**config.mk**
```make
export PLATFORM = sky130hd
export DESIGN_NAME = rsa_host_ctrl
export DESIGN_NICKNAME = d
export VERILOG_FILES = /design/src/rtl/rsa_host_ctrl.sv
export SDC_FILE = /design/constraint.sdc
export NUM_CORES = 1
export LEC_CHECK = 0
export BUFFER_PORTS_ARGS = -buffer_cell sky130_fd_sc_hd__buf_4
export CORE_MARGIN = 3
export CORE_UTILIZATION = 43
export CTS_CLUSTER_DIAMETER = 40
export DETAILED_ROUTE_END_ITERATION = 16
export GPL_TIMING_DRIVEN = 0
export MAX_ROUTING_LAYER = met4
export PLACE_DENSITY = 0.69
export SLEW_MARGIN = 30
export SYNTH_ARGS = -nofsm -noshare
export SYNTH_HDL_FRONTEND = slang
export SYNTH_SLANG_ARGS = --single-unit
```
**constraint.sdc**
```tcl
create_clock -name clk -period 2.1 [get_ports clk]
set_input_delay 0.42 -clock clk [delete_from_list [all_inputs] [get_ports clk]]
set_output_delay 0.42 -clock clk [all_outputs]
set_load 0.05 [all_outputs]
```
**src/rtl/rsa_host_ctrl.sv**
```systemverilog
// Host command controller for the RSA exponentiation core: operand registers, modulus check, engine clear, result capture.
// Latency: start -> 1-cycle CLEAR -> RUN until eng_eoc or watchdog abort. Backpressure: none; ena stalls all state.
module rsa_host_ctrl #(
    parameter int WIDTH   = 8,
    parameter int TIMEOUT = 256
) (
    input  logic             clk,
    input  logic             rstb,
    input  logic             ena,
    input  logic             wr_en,
    input  logic [1:0]       wr_addr,
    input  logic [WIDTH-1:0] wr_data,
    input  logic             start,
    output logic             busy,
    output logic             done,
    output logic             err,
    output logic [WIDTH-1:0] op_m,
    output logic [WIDTH-1:0] op_e,
    output logic [WIDTH-1:0] op_n,
    output logic [WIDTH-1:0] op_const,
    output logic             eng_clear,
    input  logic             eng_eoc,
    input  logic [WIDTH-1:0] eng_result,
    output logic [WIDTH-1:0] result
);
    localparam int WDW = $clog2(TIMEOUT);
    localparam logic [WDW-1:0] WD_LAST = WDW'(TIMEOUT - 1);

    typedef enum logic [1:0] {S_IDLE, S_CLEAR, S_RUN, S_ABORT} state_t;

    state_t           state_q, state_d;
    logic             done_q, done_d;
    logic             err_q, err_d;
    logic             clr_q, clr_d;
    logic [WDW-1:0]   wd_q, wd_d;
    logic [WIDTH-1:0] result_q, result_d;
    logic [WIDTH-1:0] m_q, m_d, e_q, e_d, n_q, n_d, c_q, c_d;

    always_ff @(posedge clk or negedge rstb) begin
        if (!rstb) begin
            state_q  <= S_IDLE;
            done_q   <= 1'b0;
            err_q    <= 1'b0;
            clr_q    <= 1'b0;
            wd_q     <= '0;
            result_q <= '0;
            m_q      <= '0;
            e_q      <= '0;
            n_q      <= '0;
            c_q      <= '0;
        end else if (ena) begin
            state_q  <= state_d;
            done_q   <= done_d;
            err_q    <= err_d;
            clr_q    <= clr_d;
            wd_q     <= wd_d;
            result_q <= result_d;
            m_q      <= m_d;
            e_q      <= e_d;
            n_q      <= n_d;
            c_q      <= c_d;
        end
    end

    always_comb begin
        state_d  = state_q;
        done_d   = done_q;
        err_d    = err_q;
        clr_d    = clr_q;
        wd_d     = wd_q;
        result_d = result_q;
        m_d      = m_q;
        e_d      = e_q;
        n_d      = n_q;
        c_d      = c_q;
        case (state_q)
            S_IDLE: begin
                if (wr_en) begin
                    done_d = 1'b0;
                    case (wr_addr)
                        2'd0: m_d = wr_data;
                        2'd1: e_d = wr_data;
                        2'd2: n_d = wr_data;
                        2'd3: c_d = wr_data;
                    endcase
                end
                // An odd modulus is necessarily nonzero; the check uses the pre-write N.
                if (start) begin
                    if (n_q[0]) begin
                        done_d  = 1'b0;
                        err_d   = 1'b0;
                        clr_d   = 1'b0;
                        state_d = S_CLEAR;
                    end else begin
                        err_d = 1'b1;
                    end
                end
            end
            S_CLEAR: begin
                wd_d    = '0;
                clr_d   = 1'b1;
                state_d = S_RUN;
            end
            S_RUN: begin
                if (eng_eoc) begin
                    result_d = eng_result;
                    done_d   = 1'b1;
                    state_d  = S_IDLE;
                end else if (wd_q == WD_LAST) begin
                    clr_d   = 1'b0;
                    err_d   = 1'b1;
                    state_d = S_ABORT;
                end else begin
                    wd_d = wd_q + 1'b1;
                end
            end
            S_ABORT: begin
                err_d   = 1'b1;
                state_d = S_IDLE;
            end
            default: state_d = S_IDLE;
        endcase
        if (state_q != S_IDLE && (wr_en || start)) begin
            err_d = 1'b1;
        end
    end

    assign busy      = (state_q != S_IDLE);
    assign done      = done_q;
    assign err       = err_q;
    assign eng_clear = clr_q;
    assign result    = result_q;
    assign op_m      = m_q;
    assign op_e      = e_q;
    assign op_n      = n_q;
    assign op_const  = c_q;
endmodule

```
* Word level (Yosys, flattened, before mapping) *
Index checks and enable logic that the tools add are counted.

storage, ports and cells
  register bits after elaboration = 53
  input bits = 24
  output and inout port bits = 44

operators by class
  add/subtract/negate cells = 1
  equal/unequal tests = 17
  mux-type cells = 24
  reductions and logical operators = 19

operator list
  operator               count
  $reduce_and A4 Y1      6
  $mux W8                2
  $pmux W8 S2            1
  $mux W1                13
  $ne A2 B2 Y1 const B   6
  $ne A3 B3 Y1 const B   4
  $add A8 B1 Y8 const B  1
  $eq A2 B2 Y1 const B   4
  $eq A8 B8 Y1 const B   1
  $mux W2                4
  $pmux W2 S4            1
  $pmux W1 S3            2
  $reduce_and A3 Y1      2
  $reduce_and A6 Y1      1
  $reduce_bool A2 Y1     3
  $reduce_and A5 Y1      1
  $eq A2 B1 Y1 const B   2
  $logic_not A2 Y1       2
  $reduce_bool A4 Y1     1
  $reduce_bool A3 Y1     1
  $pmux W1 S2            1
  $logic_and A1 B1 Y1    1
  $logic_or A1 B1 Y1     1

* Longest topological paths before layout *
  depth in word-level cells = 5
  gate-level depth with buffers = 7
  depth with buffers taken out = 6

* Worst setup path before layout *
No wires, ideal clock.

  path type = register to register
  start = register state_q[0]
  end = register clr_q (netlist: eng_clear)
  library setup time = 0.128 ns
  arrival time = 1.849 ns
  setup slack = 0.124 ns
  stages on the path, launching flop included = 7
  clock period less this slack = 1.976 ns
  cells stage by stage = dfrtp_1 > inv_1 > ha_1 > inv_1 > o21ai_0 > a211oi_2 > mux2_1

on the way
  cells in the longest elaborated chain, start to end = 3
  elaborated cells between the ends (all ways) = 10
  classes of those cells = eq/ne (6); mux (1); reduce/logical (3)

RTL lines
  item                                                          line  RTL
  start: declaration                                            31    state_t state_q, state_d;
  start signal: assignment                                      52    state_q <= state_d;
  $eq A2 B2 Y1, or another cell as far along                    76    case (state_q)
  $ne A2 B2 Y1 (no line) or $reduce_bool A3 Y1 (tied branches)  --
  $reduce_and A6 Y1 (no line)                                   --
  end signal: assignment                                        55    clr_q <= clr_d;
  end: declaration                                              34    logic clr_q, clr_d;

Several ways; a longest one is shown, not always the timed one.
A chain may end at the register's enable or synchronous reset.

* Final worst setup path *
  start = register state_q[0]
  end = register e_q[1] (netlist: op_e[1])

on the way
  cells in the longest elaborated chain, start to end = 2

RTL lines
  item                         line  RTL
  $logic_not A2 Y1             76
  $reduce_and A4 Y1 (no line)  --
  end signal: assignment       48    e_q <= '0;
  end signal: assignment       59    e_q <= e_d;
  end: declaration             37    logic [WIDTH-1:0] m_q, m_d, e_q, e_d, n_q, n_d, c_q, c_d;

No other way between the ends.

==> impl_metrics.tcl <==
set metrics [dict create \
    outcome "finished clean" \
    final_max_slew_viol_count 0 \
    ir_drop_uv 907 \
    endpoint_kind "flip-flop" \
    hpwlAfterDp_microns 3510 \
    cts_sinks 53 \
    ctsHtreeMaxLevel 2 \
    drive_gt1_share_pct 50.8 \
    yosys-top-cells-count "53 x dfrtp_1, 41 x mux2_2, 8 x nand2_1" \
    ctsHoldBuffers 0 \
    required_ns 2.29 \
    finalHoldViolCount 0 \
    ys_seq_elements 53 \
    syn_avg_cell_area_sq_um 13.3 \
    diodes 0 \
    fin_worst_skew_ns 0.00352 \
    syn_inst 175 \
    max_stage_delay_ns 0.42 \
    synth_flop_cell "dfrtp_1" \
    crit_start "state_q[0]$_DFFE_PN0P_" \
    drt_iter0_drc 63 \
    yosys_warnings 0 \
    hold_class "primary input to asynchronous set/reset pin" \
    path_cells "inv_1, ha_1, nand4_1, nor2_2, mux2_2" \
    relSlewSlack_pct 55.9 \
    route.detailed.drc 0 \
    finalSetupViolations 0 \
    power.density_nw_per_um2 1760 \
    clockRootBuffer "clkbuf_8" \
    layout.nets 279 \
    area_growth_syn_to_layout_pct 29.5 \
    leakage_nw 1.44 \
    post-cts-setup-buffer-count 0 \
    path_clk_slew_ns 0.10 \
    worstPathMaxFanout 8 \
    port_buffers 67 \
    finalCritPeriodShare_pct 92.4 \
    viasPerCell 5.04 \
    grt-ovfl-total 0 \
    yosysMostFrequentCell "dfrtp_1" \
    synth-seq-area-share_pct 57.0 \
    reg2reg_slack_ns 0.16 \
    crit_end "op_e[1]$_DFFE_PN0P_" \
    grt_pass1_vias 1701 \
    numCtsBuffers 5 \
    vias 1614 \
    r2r-start "state_q[0]$_DFFE_PN0P_" \
    final.setup.tns_ns 0 \
    drv_cap 0 \
    grt_pass1_wl_microns 8090 \
    synth_top_area_share_pct 57.0 \
    antenna_left 0 \
    wirelength_microns 4770 \
    ff2ff_path_depth 5 \
    die_x_microns 79.6 \
    place_inst 312 \
    die_area_sq_um 6330 \
    fillers 432 \
    critPathLaunchType "flip-flop" \
    async_flop_share_pct 100 \
    core_sq_um 5170 \
    fin_crit_ns 1.94 \
    worstMarginPinSlew_ns 0.662 \
    wl_per_cell_microns 14.9 \
    cts_buffer_depth 2 \
    initial_core_util_pct 45.0 \
    cts_tree "built" \
    clk_latency_ns 0.30 \
    synth_cell_types 36 \
    arrival_ns 2.14 \
    gp_congestion 0.769 \
    mappedNetlistArea_sq_um 2330 \
    crit_slowest_cell "dfrtp_1" \
    rows 26 \
    dieHeight_microns 79.6 \
    synth_area_leaders "dfrtp_1 57%, mux2_2 20%, ha_1 3.2%" \
    path_class "flip-flop to flip-flop" \
    track_usage_pct 16.7 \
    syn_nets 205 \
    finalNonFillerCells 320 \
    grt_max_degree 54 \
    synth_area_leader_cell "dfrtp_1" \
    synth_edf_count 0 \
    antenna_found_initial 0 \
    ctsResizeCount 1 \
    r2r_end "op_e[1]$_DFFE_PN0P_" \
    dr.pass1.iters 5 \
    fmax_mhz 515 \
    ios 68 \
    grt_setup_unrepaired "false" \
]
[power by group]
group          internal [mW]  switching [mW]
logic                   1.00            2.01
registers               1.46           0.247
clock network          0.237           0.341
total                   2.70            2.60
[layout make-up]
class / instances / area, sq um / area share (%)
Sequential cell: 53 / 1330 / 44.0
Multi-Input combinational cell: 113 / 960 / 31.8
Timing Repair Buffer: 67 / 503 / 16.7
Tap cell: 70 / 87.6 / 2.91
Clock buffer: 5 / 68.8 / 2.28
Buffer: 4 / 28.8 / 0.955
Clock inverter: 3 / 21.3 / 0.706
Inverter: 5 / 18.8 / 0.623
[cell families (layout without fill, tap and decap cells)]
kind of cell | Yosys count | after routing | share of synthesized area [%]
compound gates | 21 | 21 | 6.02
xor+xnor | 2 | 2 | 0.753
fa+ha+maj | 6 | 6 | 3.23
buf+inv | 9 | 84 | 2.04
flops | 53 | 53 | 57.0
mux | 43 | 43 | 20.8
simple gates | 41 | 41 | 10.2
[layer usage]
metal,vias to the layer above,track usage (%),part of all wire (%)
met3,5,4.74,5.7
li1,777,-,-
met5,-,-,0
met4,0,3.61,0.90
met1,789,21.8,47
met2,43,26.3,47
[stage by stage]
stage          setup slack (ns)  area (sq um)  hold slack [ns]  utilization [%]  power (mW)
5_1_grt                  0.0377          3010            0.187             58.3        5.58
6_report                  0.159          3010            0.135             58.3        5.30
2_1_floorplan             0.124          2330            0.124                -        3.83
4_1_cts                   0.108          3010            0.165             58.3        5.37
3_3_place_gp             0.0585          2920            0.472             56.4        4.73
3_5_place_dp             0.0147          2920            0.477             56.4        4.76
[how the worst min path moves through the flow]
stage                               start                     to  slack [ns]
CTS                                  rstb  result[2]$_DFFE_PN0P_        0.16
finish                               rstb  result[6]$_DFFE_PN0P_        0.14
global placement    eng_clear$_DFFE_PN0P_  eng_clear$_DFFE_PN0P_        0.47
global route                         rstb  result[2]$_DFFE_PN0P_        0.19
detailed placement  eng_clear$_DFFE_PN0P_  eng_clear$_DFFE_PN0P_        0.48
floorplan                            rstb       done$_DFFE_PN0P_        0.12
[state kept, by name, summed over array words and instances, names as in the netlist]
name       count
result         8
op_n           8
op_const       8
op_e           8
done           1
eng_clear      1
err            1
op_m           8
state_q        2
wd_q           8
[worst max-delay path: cells and delay by family (launching register included)]
kind	cells	cell delay (ns)
fa+ha+maj	1	0.29
buf+inv	1	0.14
flops	1	0.42
mux	1	0.40
simple gates	2	0.58
[layout by cell type (no fill, tap or decap), drive strengths merged, types with 2 or more instances in the layout]
master / n
buf: 71
nor3: 2
nand4: 3
nor2: 8
or3: 4
clkbuf: 5
ha: 6
a21oi: 4
inv: 6
nand2b: 2
xnor2: 2
o22a: 2
nand3: 6
o211ai: 2
o21ai: 7
and2: 2
dfrtp: 53
nand2: 8
mux2: 42
No activity file was read; power rests on OpenSTA's default activity.
